===== src/rtl/micro_core_param.sv =====
// Parametrised accumulator/register-file core with valid/ready instruction, input and output ports.
// An instruction is latched in IDLE and executes in EXEC once its source and destination are available.
module micro_core_param #(
    parameter int DATA_W   = 8,
    parameter int NUM_REGS = 8,
    localparam int SEL_W   = $clog2(NUM_REGS)
) (
    input  logic              clk,
    input  logic              rst_n,
    input  logic              inst_valid,
    output logic              inst_ready,
    input  logic [2:0]        inst_op,
    input  logic [SEL_W-1:0]  inst_dst,
    input  logic [SEL_W-1:0]  inst_src,
    input  logic [DATA_W-1:0] in_data,
    input  logic              in_valid,
    output logic              in_ready,
    output logic [DATA_W-1:0] out_data,
    output logic              out_valid,
    input  logic              out_ready,
    output logic [DATA_W-1:0] acc_out,
    output logic              flag_c,
    output logic              flag_z,
    output logic              busy
);
    typedef enum logic {S_IDLE, S_EXEC} state_e;
    typedef enum logic [2:0] {
        OP_MOV, OP_ADD, OP_SUB, OP_AND, OP_OR, OP_XOR, OP_ADC, OP_NOP
    } op_e;

    state_e             state_q, state_d;
    op_e                ir_op_q, ir_op_d;
    logic [SEL_W-1:0]   ir_dst_q, ir_dst_d, ir_src_q, ir_src_d;
    logic [DATA_W-1:0]  a_q, a_d;
    logic [DATA_W-1:0]  gp_q [2:NUM_REGS-1];
    logic [DATA_W-1:0]  gp_d [2:NUM_REGS-1];
    logic               c_q, c_d, z_q, z_d;
    logic [DATA_W-1:0]  out_data_q, out_data_d;
    logic               out_valid_q, out_valid_d;

    logic               exec, is_nop, src_ok, dst_ok, fire, upd_flags, c_new;
    logic [DATA_W-1:0]  src_val, res;
    logic [DATA_W:0]    sum, diff;

    assign exec    = (state_q == S_EXEC);
    assign is_nop  = (ir_op_q == OP_NOP);
    assign src_ok  = (ir_src_q != '0) | in_valid;
    assign dst_ok  = (ir_dst_q != '0) | !out_valid_q | out_ready;
    // in_ready looks only at IR and the output register, never at in_valid.
    assign in_ready = exec & !is_nop & (ir_src_q == '0) & dst_ok;
    assign fire     = exec & (is_nop | (src_ok & dst_ok));

    // Indices beyond NUM_REGS-1 fall through and read as zero.
    always_comb begin
        src_val = '0;
        if (ir_src_q == SEL_W'(0)) begin
            src_val = in_data;
        end else if (ir_src_q == SEL_W'(1)) begin
            src_val = a_q;
        end else begin
            for (int i = 2; i < NUM_REGS; i++) begin
                if (ir_src_q == SEL_W'(i)) src_val = gp_q[i];
            end
        end
    end

    always_comb begin
        sum       = {1'b0, a_q} + {1'b0, src_val} + {{DATA_W{1'b0}}, (ir_op_q == OP_ADC) & c_q};
        diff      = {1'b0, a_q} - {1'b0, src_val};
        res       = src_val;
        c_new     = c_q;
        upd_flags = 1'b1;
        case (ir_op_q)
            OP_ADD, OP_ADC: {c_new, res} = sum;
            OP_SUB:         {c_new, res} = diff;
            OP_AND:         begin res = a_q & src_val; c_new = 1'b0; end
            OP_OR:          begin res = a_q | src_val; c_new = 1'b0; end
            OP_XOR:         begin res = a_q ^ src_val; c_new = 1'b0; end
            default:        upd_flags = 1'b0;
        endcase
    end

    always_comb begin
        state_d     = state_q;
        ir_op_d     = ir_op_q;
        ir_dst_d    = ir_dst_q;
        ir_src_d    = ir_src_q;
        a_d         = a_q;
        gp_d        = gp_q;
        c_d         = c_q;
        z_d         = z_q;
        out_data_d  = out_data_q;
        out_valid_d = out_valid_q;
        if (out_valid_q && out_ready) out_valid_d = 1'b0;
        case (state_q)
            S_IDLE: begin
                if (inst_valid) begin
                    ir_op_d  = op_e'(inst_op);
                    ir_dst_d = inst_dst;
                    ir_src_d = inst_src;
                    state_d  = S_EXEC;
                end
            end
            default: begin
                if (fire) begin
                    state_d = S_IDLE;
                    if (!is_nop) begin
                        if (upd_flags) begin
                            c_d = c_new;
                            z_d = (res == '0);
                        end
                        // A new write on a handshake edge keeps out_valid high with fresh data.
                        if (ir_dst_q == SEL_W'(0)) begin
                            out_data_d  = res;
                            out_valid_d = 1'b1;
                        end else if (ir_dst_q == SEL_W'(1)) begin
                            a_d = res;
                        end else begin
                            for (int i = 2; i < NUM_REGS; i++) begin
                                if (ir_dst_q == SEL_W'(i)) gp_d[i] = res;
                            end
                        end
                    end
                end
            end
        endcase
    end

    always_ff @(posedge clk or negedge rst_n) begin
        if (!rst_n) begin
            state_q     <= S_IDLE;
            ir_op_q     <= OP_MOV;
            ir_dst_q    <= '0;
            ir_src_q    <= '0;
            a_q         <= '0;
            for (int i = 2; i < NUM_REGS; i++) gp_q[i] <= '0;
            c_q         <= 1'b0;
            z_q         <= 1'b0;
            out_data_q  <= '0;
            out_valid_q <= 1'b0;
        end else begin
            state_q     <= state_d;
            ir_op_q     <= ir_op_d;
            ir_dst_q    <= ir_dst_d;
            ir_src_q    <= ir_src_d;
            a_q         <= a_d;
            for (int i = 2; i < NUM_REGS; i++) gp_q[i] <= gp_d[i];
            c_q         <= c_d;
            z_q         <= z_d;
            out_data_q  <= out_data_d;
            out_valid_q <= out_valid_d;
        end
    end

    assign inst_ready = (state_q == S_IDLE);
    assign busy       = exec;
    assign acc_out    = a_q;
    assign flag_c     = c_q;
    assign flag_z     = z_q;
    assign out_data   = out_data_q;
    assign out_valid  = out_valid_q;
endmodule


===== config.mk =====
export PLATFORM = sky130hd
export DESIGN_NAME = micro_core_param
export DESIGN_NICKNAME = d
export VERILOG_FILES = /design/src/rtl/micro_core_param.sv
export SDC_FILE = /design/constraint.sdc
export NUM_CORES = 1
export LEC_CHECK = 0
export ABC_AREA = 0
export CAP_MARGIN = 10
export CELL_PAD_IN_SITES_DETAIL_PLACEMENT = 1
export CELL_PAD_IN_SITES_GLOBAL_PLACEMENT = 1
export CORE_MARGIN = 5
export CORE_UTILIZATION = 29
export DETAILED_ROUTE_END_ITERATION = 10
export GPL_ROUTABILITY_DRIVEN = 0
export PLACE_DENSITY = 0.65
export SETUP_SLACK_MARGIN = 0.3
export SLEW_MARGIN = 20
export SYNTH_ARGS = -nofsm -noshare
export SYNTH_HDL_FRONTEND = slang
export SYNTH_SLANG_ARGS = --single-unit

===== constraint.sdc =====
create_clock -name clk -period 4.6 [get_ports clk]
set_input_delay 1.15 -clock clk [delete_from_list [all_inputs] [get_ports clk]]
set_output_delay 1.15 -clock clk [all_outputs]
set_load 0.02 [all_outputs]

==> results of run 1 <==
[worst paths after layout]
check	depth (start not counted)	slack, ns	end
max	15	0.44	gp_q[22]
max reg2reg	13	0.62	gp_q[45]
min	2	0.49	gp_q[13]
min in group asynchronous	1	0.83	gp_q[7]
min reg2reg	2	0.49	gp_q[13]
max in group asynchronous	1	3.22	ir_src_q[0]
[sequential cells by signal, summed over array words and instances (netlist names)]
name / flops
busy: 1
ir_src_q: 3
ir_dst_q: 3
ir_op_q: 3
gp_q: 48
flag_z: 1
out_data: 8
acc_out: 8
flag_c: 1
out_valid: 1
[per-layer routing]
metal,vias up,wire length (um)
li1,1897,-
met1,2049,6720
met2,75,7460
met3,22,445
met4,0,369
met5,-,0
[cells by family (layout without fill, tap and decap cells)]
kind of cell / Yosys count / count (layout) / share of synthesized area (%)
simple gates: 118 / 118 / 12.5
fa+ha+maj: 29 / 29 / 7.60
compound gates: 132 / 132 / 19.4
buf+inv: 63 / 109 / 5.63
flops: 77 / 77 / 38.0
mux: 76 / 76 / 16.6
xor+xnor: 1 / 1 / 0.173
[report_power, final]
group / internal (mW) / total (mW) / switching [mW]
registers: 0.979 / 1.23 / 0.246
clock network: 0.453 / 0.745 / 0.292
logic: 1.16 / 2.67 / 1.51
[Yosys cell counts (all sizes together), types with 8 or more instances]
library cell	count	area, um2
a21oi	18	97.6
buf	25	143
dfrtp	77	1930
ha	26	325
inv	33	124
mux2	66	743
mux2i	10	100
nand2	47	176
nor2	19	76.3
nor2b	13	96.4
o21ai	33	169
o221ai	8	70.1
o31ai	12	95.1
[layout by cell type (no fill, tap or decap), types with 7 or more instances in the layout]
master	instances
clkbuf_16	9
inv_1	33
mux2i_1	10
o221ai_1	8
nor2b_1	11
o31ai_1	11
ha_1	26
buf_4	17
o21ai_0	27
mux2_2	62
nand2_1	47
o22ai_1	7
clkdlybuf4s50_1	42
a21oi_1	13
nor2_1	17
dfrtp_1	76
[layout make-up]
| cell class | count | share of cell area [%] |
|---|---|---|
| clock buffers | 12 | 4.20 |
| repair buffers | 60 | 9.15 |
| multi-input cells | 356 | 47.6 |
| well taps | 225 | 4.61 |
| inverters | 33 | 2.03 |
| flip-flops and latches | 77 | 31.6 |
| clock inverters | 4 | 0.901 |
[critical path: cells and delay by family]
kind | cells | cell delay (ns)
AOI/OAI and AO/OA | 7 | 1.50
buffers and inverters | 4 | 0.84
adders and majority gates | 2 | 0.62
and+or+nand+nor | 2 | 0.29
[repair_timing]
action / 4_1_cts / 5_1_grt
gates resized for setup: 0 / 9
setup buffers: 0 / 1
setup endpoints to repair: 0 / 53
[per-stage QoR]
| step | setup slack, ns | area [um2] | instances | TNS, ns | hold slack [ns] |
|---|---|---|---|---|---|
| after floorplan | 0.811 | 5070 | 496 | 0 | 0.443 |
| after CTS | 0.304 | 6050 | 766 | 0 | 0.493 |
| after global routing | 0.238 | 6110 | 767 | 0 | 0.521 |
| after detailed placement | -0.0420 | 5740 | 750 | -0.254 | 0.477 |
| after global placement | 0.0422 | 5740 | 750 | 0 | 0.458 |
| final | 0.438 | 6110 | 767 | 0 | 0.488 |
==> reports/results.txt, run 1 <==
Met1 Use GR: 19.7%
CP endpoint kind: flop
Slew margin rel.: 48.9%
GRT Total Usage: 15.3%
Layer with the highest usage: met2
Site row count: 48
FILL cells: 1951
Clock tree from TritonCTS: done
Clock skew: 0.00458 ns
DRT antenna net count: 0
Sequential area share after synthesis: 38.0%
Arr. time, crit path: 4.39 ns
GR Util met3: 2.08%
Pwr Density: 759 nW/um2
Asr flop ratio synth: 100%
Kind of critical path: in2reg
Clock Tree Buf Depth: 2
Register area: 1930 um2
Multi-input logic area: 2910 um2
Worst slew pin tran: 0.747 ns
Global routing usage on met2: 25.9%
Number of synthesized flops with an enable pin: 0
Critical Path RT: 4.83 ns
Core area: 17200 um2
Hold-fix buffers, CTS: 0
Critical Path Max Stage Delay: 0.47 ns
Max-Cap Viols: 0
First-pass GRT wire length: 24200 um
Drt drc: 0
CTS sink cnt: 77
DIE HEIGHT: 142 um
H-tree levels: 3
Max VDD drop: 0.308 mV
Lkg Pwr: 2.55 nW
Die area: 20200 um2
Slew Viols, Final: 0
Post-layout min period: 4.16 ns
Initial antenna violation count: 0
Vias in the first global route: 4311
Startpoint types: primary input
Distinct cells, synth: 66
Crit-path max FO: 4
DRT iter0 DRCs: 204
CP max stage cell: clkdlybuf4s50_1
FF+latch count, synth: 77
Vias/cell: 5.27
Dominant synthesized flop cell: dfrtp_1
Tcrit/Tclk final: 90.5%
Final Setup Violations: 0
Worst-path clk slew: 0.06 ns
Fmax: 0.240 GHz
Pwr Total: 4.64 mW
Layout area overhead: 20.6%
Via Count: 4043
Initial Utilization: 29.4%
Die Width: 142 um
Number of inserted diodes: 0
WL/cell: 19.5 um
Layout cells sized above 1: 22.3%
Final Hold Vio Count: 0
Critical path origin: in_data[0]
WL final: 15000 um
Mapped Area: 5070 um2
Largest net degree at the start of global routing: 78
Worst r2r src: ir_src_q[0]
Placed wire-length estimate: 11200 um
CTS buffer count: 9
CTS Root Cell: clkbuf_16
Critical path, cell by cell: clkdlybuf4s50_1 > nor2b_1 > a211oi_1 > a221o_1 > inv_1 > ha_1 > inv_1 > fa_1 > nand2b_1 > a221oi_4 > a211oi_1 > a211o_1 > a2bb2oi_2 > buf_4 > o31ai_1
I/O Pins: 44
Synth Net Count: 547
Cells after Synth: 496
Syn Area/Cell: 10.2 um2
Worst Hold Class: reg2reg
Status: finished clean
Final core occ: 35.5%
Yosys warnings: 0
Router iterations before antenna repair: 5
Final #Nets: 588
RSZ-0062 raised after global routing: true
Hold_sp: gp_q[13]
Port Buffer Count: 43
Worst skew pair latency: 0.34 ns
Grt ovf: 0
Note: power is estimated with default switching activity, not from simulation.
==> run 2: changes to the inputs <==
--- a/config.mk
+++ b/config.mk
@@ -9,8 +9,9 @@
 export CAP_MARGIN = 10
 export CELL_PAD_IN_SITES_DETAIL_PLACEMENT = 1
 export CELL_PAD_IN_SITES_GLOBAL_PLACEMENT = 1
-export CORE_MARGIN = 5
+export CORE_MARGIN = 2
 export CORE_UTILIZATION = 29
+export CTS_CLUSTER_DIAMETER = 200
 export DETAILED_ROUTE_END_ITERATION = 10
 export GPL_ROUTABILITY_DRIVEN = 0
 export PLACE_DENSITY = 0.65
==> run 2 against run 1 <==
Via count down 0.99%. Setup slack better by 0.019 ns. Routed wire length rose by 2.5%. Final area decreased by 0.55%. Critical endpoint is now gp_q[38]. Largest cell class unchanged.
==> reports/results.txt, run 2 (synthesis results as in run 1) <==
Status: finished clean
DRT antenna net count: 0
Pwr Density: 756 nW/um2
Layout area overhead: 19.9%
CTS buffer count: 9
Critical path's top delay family: compound AO/OA/AOI/OAI gates
Vias in the first global route: 4346
Number of inserted diodes: 0
Die area: 18600 um2
Final Hold Vio Count: 0
Drt drc: 0
Die Width: 136 um
Max-Cap Viols: 0
RSZ-0062 raised after global routing: true
Slew Viols, Final: 0
Most frequent cells in the layout: 77 x dfrtp_1, 62 x mux2_2, 47 x nand2_1
CP max stage cell: a2111oi_2
Non-filler cells, final: 768
Worst-path clk slew: 0.07 ns
WL/cell: 20.0 um
Arr. time, crit path: 4.38 ns
Crit-path max FO: 4
WL final: 15400 um
First-pass GRT wire length: 24500 um
Layout cells sized above 1: 23.0%
I/O Pins: 44
Worst slew pin tran: 1.03 ns
CTS Root Cell: clkbuf_16
Largest net degree at the start of global routing: 78
Fmax: 0.241 GHz
Crit path buffers/inverters: 4
Kind of critical path: in2reg
Max reg flops: 48
Tcrit/Tclk final: 90.1%
Crit Reg-Reg Endpoint: out_data[5]
Final Setup Violations: 0
Max VDD drop: 0.214 mV
Hold WS: 0.481 ns
Fin area: 6080 um2
Worst r2r src: ir_src_q[0]
Initial Utilization: 29.5%
Slew margin rel.: 31.3%
Cell Area, Placed: 5730 um2
Most common cell after layout, fill and taps aside: dfrtp_1
Reg2reg setup slack: 0.53 ns
Worst hold path depth: 2
Startpoint types: primary input
Hold endpoint: gp_q[22]
CTS sink cnt: 77
Clock Tree Buf Depth: 2
Vias/cell: 5.21
Worst Hold Class: reg2reg
Lkg Pwr: 2.54 nW
Clock tree from TritonCTS: done
Hold_sp: gp_q[22]
DP Cell Count: 748
Critical Path Max Stage Delay: 0.49 ns
Router iterations before antenna repair: 5
Grt ovf: 0
GRT Total Usage: 17.3%
Placed wire-length estimate: 11000 um
Critical Path RT: 4.84 ns
Port Buffer Count: 43
Via Count: 4003
H-tree levels: 3
Initial antenna violation count: 0
Final #Nets: 589
Hold-fix buffers, CTS: 0
Largest Register: gp_q
DRT iter0 DRCs: 243
Post-layout min period: 4.14 ns
R2R depth: 11
Critical path, cell by cell: clkdlybuf4s50_1 > nor2b_1 > a211oi_1 > a221o_1 > inv_2 > ha_1 > inv_1 > fa_2 > nand2b_1 > a221oi_1 > a2111oi_2 > buf_4 > a2bb2oi_2 > nor2_1 > mux2_2
Core area: 17200 um2
Worst skew pair latency: 0.35 ns
Site row count: 48
CP endpoint kind: flop
Setup TNS: 0 ns
Clock skew: 0.00882 ns
DIE HEIGHT: 136 um
==> run 2: routing by layer <==
metal  vias to the layer above  wire length [um]  track usage (%)
li1                       1883                 -                -
met1                      2040              7290             22.8
met2                        67              7450             29.3
met3                        13               484             3.39
met4                         0               146             4.28
met5                         -                 0                0
==> run 2: report_power, final <==
part           internal (mW)  leakage (nW)  switching (mW)
Clock                  0.373         0.139           0.324
Sequential             0.978         0.933           0.251
Combinational           1.16          1.47            1.50
==> run 2: worst max-delay path by stage <==
stage | slack, ns | from | end | depth (start not counted)
floorplan | 0.81 | in_data[0] | gp_q[38] | 14
global placement | 0.05 | in_data[0] | gp_q[41] | 12
detailed placement | -0.06 | in_data[0] | gp_q[41] | 12
CTS | 0.30 | in_data[0] | flag_z | 13
global route | 0.27 | in_data[0] | gp_q[38] | 15
finish | 0.46 | in_data[0] | gp_q[38] | 15
==> run 2: cell type report <==
cell class	instances	area (um2)
sequential	77	1930
timing repair buffer	61	579
fill	1953	11100
clock buffer	9	225
tap	225	282
inverter	33	124
multi-input combinational	356	2890
clock inverter	7	55.1
==> run 2: worst register-to-register path, stage by stage, from the launching register on <==
cell,delay (ns)
dfrtp_1,0.72
nand2b_2,0.41
o221ai_1,0.17
a221o_1,0.49
ha_1,0.51
nor3_2,0.07
a2111o_1,0.45
a211o_1,0.38
a31oi_4,0.19
a2bb2oi_4,0.22
nor2_2,0.09
mux2_2,0.28
==> run 2: timing repair <==
item | CTS | global route
pin swaps | 0 | 3
buffers inserted | 0 | 4
setup endpoints to repair | 4 | 49
resized for setup | 1 | 8
==> run 2: metrics by stage <==
stage               worst slack (ns)  utilization (%)  total power, mW
global route                   0.274             35.4             4.94
CTS                            0.303             35.0             4.53
floorplan                      0.811                -             2.96
global placement              0.0526             33.4             3.71
detailed placement           -0.0589             33.4             3.80
finish                         0.457             35.4             4.59
==> run 3: changes to the inputs <==
--- a/config.mk
+++ b/config.mk
@@ -14,6 +14,7 @@
 export CTS_CLUSTER_DIAMETER = 200
 export DETAILED_ROUTE_END_ITERATION = 10
 export GPL_ROUTABILITY_DRIVEN = 0
+export HOLD_SLACK_MARGIN = 0.06
 export PLACE_DENSITY = 0.65
 export SETUP_SLACK_MARGIN = 0.3
 export SLEW_MARGIN = 20
==> results of run 3 <==
No change in the layout: final DEF, timing and power equal those of run 2.
